File: config.mk
export PLATFORM = sky130hd
export DESIGN_NAME = mul_top_ap_arbiter
export DESIGN_NICKNAME = d
export VERILOG_FILES = /design/src/rtl/mul_arb_pkg.sv /design/src/rtl/mul_arb_tag_fifo.sv /design/src/rtl/mul_top_ap_arbiter.sv
export SDC_FILE = /design/constraint.sdc
export NUM_CORES = 1
export LEC_CHECK = 0
export CORE_AREA = 2 2 158 160
export DETAILED_ROUTE_END_ITERATION = 10
export DIE_AREA = 0 0 160 162
export GPL_ROUTABILITY_DRIVEN = 0
export SLEW_MARGIN = 20
export SYNTH_ARGS = -nofsm -noshare
export SYNTH_HDL_FRONTEND = slang
export SYNTH_SLANG_ARGS = --single-unit
File: constraint.sdc
create_clock -name ap_clk -period 3 [get_ports ap_clk]
set_input_delay 0.6 -clock ap_clk [delete_from_list [all_inputs] [get_ports ap_clk]]
set_output_delay 0.6 -clock ap_clk [all_outputs]
set_load 0.02 [all_outputs]
File: src/rtl/mul_arb_pkg.sv
// Shared types and helpers for the mul_top ap_ctrl_hs arbiter.
// Optional statistics counters are enabled with `define MUL_ARB_STATS_EN.
package mul_arb_pkg;

  localparam int STAT_W = 32;

  localparam logic [0:0] ST_IDLE  = 1'b0;
  localparam logic [0:0] ST_ISSUE = 1'b1;

  typedef enum logic [0:0] {
    IDLE  = ST_IDLE,
    ISSUE = ST_ISSUE
  } state_e;

  // Tag width for n requesters, never below one bit.
  function automatic int tag_w(input int n);
    return (n > 2) ? $clog2(n) : 1;
  endfunction

endpackage

File: src/rtl/mul_arb_tag_fifo.sv
// In-order FIFO of requester tags for transactions the kernel has accepted.
// Simultaneous push and pop is legal whenever the FIFO is non-empty.
module mul_arb_tag_fifo #(
  parameter int DEPTH = 2,
  parameter int W     = 2
) (
  input  logic         clk,
  input  logic         rst_n,
  input  logic         push,
  input  logic [W-1:0] din,
  input  logic         pop,
  output logic         empty,
  output logic         full,
  output logic [W-1:0] head
);

  localparam int PTR_W = (DEPTH > 1) ? $clog2(DEPTH) : 1;
  localparam int OCC_W = $clog2(DEPTH + 1);
  localparam logic [PTR_W-1:0] LAST     = PTR_W'(DEPTH - 1);
  localparam logic [OCC_W-1:0] FULL_OCC = OCC_W'(DEPTH);

  logic [W-1:0]     mem [DEPTH];
  logic [PTR_W-1:0] wr_ptr;
  logic [PTR_W-1:0] rd_ptr;
  logic [OCC_W-1:0] occ;
  logic             do_push;
  logic             do_pop;

  assign empty   = (occ == '0);
  assign full    = (occ == FULL_OCC);
  assign head    = mem[rd_ptr];
  assign do_pop  = pop && !empty;
  assign do_push = push && (!full || do_pop);

  always_ff @(posedge clk or negedge rst_n) begin
    if (!rst_n) begin
      wr_ptr <= '0;
      rd_ptr <= '0;
      occ    <= '0;
    end else begin
      if (do_push) wr_ptr <= (wr_ptr == LAST) ? '0 : wr_ptr + 1'b1;
      if (do_pop)  rd_ptr <= (rd_ptr == LAST) ? '0 : rd_ptr + 1'b1;
      case ({do_push, do_pop})
        2'b10:   occ <= occ + 1'b1;
        2'b01:   occ <= occ - 1'b1;
        default: ;
      endcase
    end
  end

  always_ff @(posedge clk) begin
    if (do_push) mem[wr_ptr] <= din;
  end

  // The outstanding-count reservation upstream must make this unreachable.
  always_ff @(posedge clk) begin
    if (rst_n) assert (!(push && full && !pop));
  end

endmodule

File: src/rtl/mul_top_ap_arbiter.sv
// Round-robin sharing of one ap_ctrl_hs mul_top kernel between N_REQ requesters.
// `define MUL_ARB_STATS_EN adds the stat_txn / stat_stall counters.
module mul_top_ap_arbiter
  import mul_arb_pkg::*;
#(
  parameter int N_REQ   = 4,
  parameter int DATA_W  = 32,
  parameter int RET_W   = 32,
  parameter int MAX_OUT = 2
) (
  input  logic                           ap_clk,
  input  logic                           ap_rst_n,
  input  logic [N_REQ-1:0]               req_valid,
  output logic [N_REQ-1:0]               req_ready,
  input  logic [N_REQ*DATA_W-1:0]        req_a,
  input  logic [N_REQ*DATA_W-1:0]        req_b,
  output logic [N_REQ-1:0]               rsp_valid,
  input  logic [N_REQ-1:0]               rsp_ready,
  output logic [RET_W-1:0]               rsp_data,
  output logic                           ap_start,
  input  logic                           ap_ready,
  input  logic                           ap_done,
  output logic                           ap_continue,
  output logic [DATA_W-1:0]              a,
  output logic [DATA_W-1:0]              b,
  input  logic [RET_W-1:0]               ap_return,
  output logic                           err,
  output state_e                         dbg_state,
  output logic [$clog2(MAX_OUT+1)-1:0]   dbg_count
`ifdef MUL_ARB_STATS_EN
  ,
  output logic [STAT_W-1:0]              stat_txn,
  output logic [STAT_W-1:0]              stat_stall
`endif
);

  // Handshakes: a request transfers in the cycle req_valid[i] && req_ready[i];
  // the kernel takes operands when ap_start && ap_ready, and a result retires
  // when ap_done && ap_continue, which is only raised while rsp_ready[owner] is high.

  localparam int TAG_W = tag_w(N_REQ);
  localparam int CNT_W = $clog2(MAX_OUT + 1);
  localparam logic [CNT_W-1:0] CNT_MAX  = CNT_W'(MAX_OUT);
  localparam logic [TAG_W-1:0] LAST_REQ = TAG_W'(N_REQ - 1);

  state_e             state;
  logic [TAG_W-1:0]   rr_ptr;
  logic [TAG_W-1:0]   win;
  logic [TAG_W-1:0]   tag_q;
  logic [TAG_W-1:0]   head_tag;
  logic [CNT_W-1:0]   count;
  logic               found;
  logic               grant;
  logic               push;
  logic               pop;
  logic               fifo_empty;
  logic               fifo_full;

  // First requester at or after rr_ptr, wrapping.
  always_comb begin
    found = 1'b0;
    win   = '0;
    for (int k = 0; k < N_REQ; k++) begin
      if (!found && req_valid[(int'(rr_ptr) + k) % N_REQ]) begin
        found = 1'b1;
        win   = TAG_W'((int'(rr_ptr) + k) % N_REQ);
      end
    end
  end

  assign grant = (state == IDLE) && found && (count < CNT_MAX);

  always_comb begin
    req_ready = '0;
    if (grant) req_ready[win] = 1'b1;
  end

  always_comb begin
    rsp_valid = '0;
    if (ap_done && !fifo_empty) rsp_valid[head_tag] = 1'b1;
  end

  // With nothing in flight a stray ap_done is acknowledged so the kernel cannot hang.
  assign ap_continue = fifo_empty ? ap_done : rsp_ready[head_tag];
  assign rsp_data    = ap_return;
  assign ap_start    = (state == ISSUE);
  assign push        = (state == ISSUE) && ap_ready;
  assign pop         = ap_done && !fifo_empty && rsp_ready[head_tag];
  assign dbg_state   = state;
  assign dbg_count   = count;

  always_ff @(posedge ap_clk or negedge ap_rst_n) begin
    if (!ap_rst_n) begin
      state  <= IDLE;
      rr_ptr <= '0;
      tag_q  <= '0;
      a      <= '0;
      b      <= '0;
    end else begin
      case (state)
        IDLE: begin
          if (grant) begin
            a      <= req_a[win*DATA_W +: DATA_W];
            b      <= req_b[win*DATA_W +: DATA_W];
            tag_q  <= win;
            rr_ptr <= (win == LAST_REQ) ? '0 : win + 1'b1;
            state  <= ISSUE;
          end
        end
        ISSUE: begin
          if (ap_ready) state <= IDLE;
        end
        default: state <= IDLE;
      endcase
    end
  end

  // A slot is reserved at grant so the FIFO can never overflow.
  always_ff @(posedge ap_clk or negedge ap_rst_n) begin
    if (!ap_rst_n) begin
      count <= '0;
    end else begin
      case ({grant, pop})
        2'b10:   count <= count + 1'b1;
        2'b01:   count <= count - 1'b1;
        default: ;
      endcase
    end
  end

  always_ff @(posedge ap_clk or negedge ap_rst_n) begin
    if (!ap_rst_n) begin
      err <= 1'b0;
    end else if ((ap_done && fifo_empty) || (ap_ready && state != ISSUE) ||
                 (push && fifo_full && !pop)) begin
      err <= 1'b1;
    end
  end

  mul_arb_tag_fifo #(
    .DEPTH (MAX_OUT),
    .W     (TAG_W)
  ) u_tag_fifo (
    .clk   (ap_clk),
    .rst_n (ap_rst_n),
    .push  (push),
    .din   (tag_q),
    .pop   (pop),
    .empty (fifo_empty),
    .full  (fifo_full),
    .head  (head_tag)
  );

`ifdef MUL_ARB_STATS_EN
  always_ff @(posedge ap_clk or negedge ap_rst_n) begin
    if (!ap_rst_n) begin
      stat_txn   <= '0;
      stat_stall <= '0;
    end else begin
      if (pop) stat_txn <= stat_txn + 1'b1;
      if (ap_done && !ap_continue) stat_stall <= stat_stall + 1'b1;
    end
  end
`endif

endmodule
==> results.md <==
- Status: finished, final reports clean
- Yosys reg bits: 80
- Pwr Density: 861 nW/um^2
- Via count of the first global-routing pass: 5468
- Antenna cells: 0
- Core Box Area: 24100 um^2
- Drt first pass iters: 4
- Drt wl/cell: 17.1 um
- CP Capture Type: primary output
- Worst Path Max Fanout: 2
- Overall routing resource usage: 14.7%
- Post-Syn Area: 5070 um^2
- Clock buffer depth: 2
- Share of cells above drive strength 1: 5.59%
- WP buf/inv: 2
- Mapped Cells: 495
- Vias after detailed routing: 5082
- CP max-delay cell: or4_1
- Post-CTS setup buffers: 0
- Number of H-tree levels: 3
- DR iter-0 viols: 180
- Synth area leader: dfrtp_1
- Period utilisation layout: 97.8%
- Max-cap viol count: 0
- Syn_area_per_cell: 10.2 um^2
- Slew HR: 27.5%
- Initial antenna violation count: 0
- Root buf cell: clkbuf_16
- CP cell instances: clkdlybuf4s50_1 -> o21ba_1 -> or4_1 -> o21ai_0 -> dlygate4sd2_1
- Total power: 7760 uW
- Placed cells: 1113
- Clk slew on worst S/H paths: 0.07 ns
- Hold WC Path Type: primary input to async pin
- WP data required: 2.40 ns
- Post-Place Setup Slack: -0.317 ns
- FP Rows: 57
- Crit Path Class: primary input to primary output
- Yosys Warn Count: 0
- Slew Viols, Final: 0
- Static leakage: 0.00393 uW
- Number of remaining DRC errors: 0
- Synth top area share: 37.5%
- Clock Latency Late Sink: 0.34 ns
- Top_reg_cell synth: dfrtp_1
- Hold Buf Count CTS: 0
- Final antenna-violating net count: 0
- I/O pin count: 410
- DIE AREA: 25900 um^2
- Type of origin of the critical path: primary input
- Achievable frequency: 341 MHz
- Synth top cells by count: mux2i_1 (128), dfrtp_1 (76), nand2_1 (76), o221ai_1 (64), buf_4 (33)
- Final nets: 1106
- Chip width: 160 um
- PortBufs: 345
- Most instantiated library cell after synthesis: mux2i_1
- Final Hold Viols: 0
- Die Height: 162 um
- Routed Wire Length: 19300 um
- Post-Synthesis Net Count: 801
- Total global routing overflow: 0
- Worst EP arrival: 2.33 ns
- Clk sinks: 80
- Largest net degree at the start of global routing: 66
- Detailed-route vias per instance: 4.50
- Setup ws final: 0.0673 ns
- Main area contributors after synthesis: dfrtp_1 (38%), mux2i_1 (25%), o221ai_1 (11%), nand2_1 (5.6%), buf_4 (4.9%)
- Fin Setup TNS: 0 ns
- CP top delay family: buffers and inverters
- VDD IR max: 0.619 mV
- HPWL Detailed: 14600 um
- Starting density of the core: 21.0%
- Area grow syn2layout: 77.7%
- CTS tree: built
- Seq/Total Area, Yosys: 39.9%
- Layout Skew: 0.0115 ns
- Worst-Margin Slew: 1.09 ns
- Final setup vio count: 0
- Unrepaired setup endpoints after global routing: false
- Non-filler cells, final: 1129
- Synth unique cells: 40
- Clock buffer count from CTS: 9
- Worst path max stage delay: 0.59 ns
- Post-layout minimum cycle time: 2.93 ns
- Post-synthesis async set-or-reset flop share: 95.0%
- EDFF count, synth: 4
- First-pass GRT wire length: 30300 um
## placed cells by master, fill, tap and decap left out, types with 5 or more instances in the layout
cell / Yosys / final
and2_1: 5 / 5
clkdlybuf4s50_1: 0 / 339
nand2_1: 76 / 74
ha_1: 6 / 6
clkbuf_16: 0 / 9
dfrtp_1: 76 / 76
buf_4: 33 / 16
a21oi_1: 9 / 9
nor2_1: 9 / 9
o221ai_1: 64 / 64
mux2i_1: 128 / 128
## cell type report
| class | count | area, um^2 |
|---|---|---|
| inverter | 6 | 22.5 |
| fill | 2487 | 15100 |
| tap | 324 | 405 |
| clock buffer | 9 | 225 |
| clock inverter | 7 | 71.3 |
| sequential | 80 | 2020 |
| timing repair buffer | 364 | 3630 |
| multi-input combinational | 339 | 2630 |
## kinds of logic (layout without fill, tap and decap cells)
group           Yosys count  after routing  share of synthesized area [%]
compound gates           87             87                           14.0
flops                    80             80                           39.9
mux                     128            128                           25.3
fa+ha+maj                 6              6                           1.48
buf+inv                  76            386                           8.49
xor+xnor                  7              7                           1.21
simple gates            111            111                           9.60
## metrics by stage
stage	instance area (um^2)	util (%)	hold slack, ns
after floorplan	5070	-	0.304
after global placement	8720	36.2	0.469
after detailed placement	8720	36.2	0.471
after CTS	9020	37.4	0.216
after global routing	9000	37.4	0.237
final	9000	37.4	0.213
## worst paths after layout
| kind | startpoint | to | slack [ns] | cells after the start |
|---|---|---|---|---|
| max | rsp_ready[0] | ap_continue | 0.07 | 5 |
| min | ap_rst_n | u_tag_fifo.rd_ptr | 0.21 | 1 |
| max reg2reg | rr_ptr[0] | b[25] | 0.55 | 7 |
| min reg2reg | tag_q[1] | u_tag_fifo.mem[0][1] | 0.47 | 0 |
| max in group asynchronous | ap_rst_n | b[25] | 2.16 | 2 |
| min in group ap_clk | tag_q[1] | u_tag_fifo.mem[0][1] | 0.47 | 0 |
## what timing repair did
| item | in CTS | in global routing |
|---|---|---|
| resized for setup | 8 | 6 |
| endpoints found under the setup margin | 5 | 4 |
| pin swaps | 0 | 0 |
## sequential cells by signal, summed over array words and instances (netlist names)
signal and flops:
dbg_count 2, u_tag_fifo.occ 2, tag_q 2, a 32, ap_start 1, u_tag_fifo.rd_ptr 1, u_tag_fifo.mem 4, b 32
u_tag_fifo.wr_ptr 1, err 1, rr_ptr 2
## routing by layer
| layer | part of all wire, % | global-route usage [%] | up-vias |
|---|---|---|---|
| li1 | - | - | 2422 |
| met2 | 50 | 25.4 | 205 |
| met3 | 7.2 | 4.06 | 30 |
| met1 | 41 | 17.8 | 2425 |
| met4 | 1.8 | 4.91 | 0 |
| met5 | 0 | 0 | - |
## power breakdown
group          leakage (uW)  switching, uW  internal, uW  total [uW]
sequential         0.000968            332          1630        1960
combinational       0.00282           2400          2260        4660
clock              0.000141            490           646        1140
(Power assumes the default switching activity.)
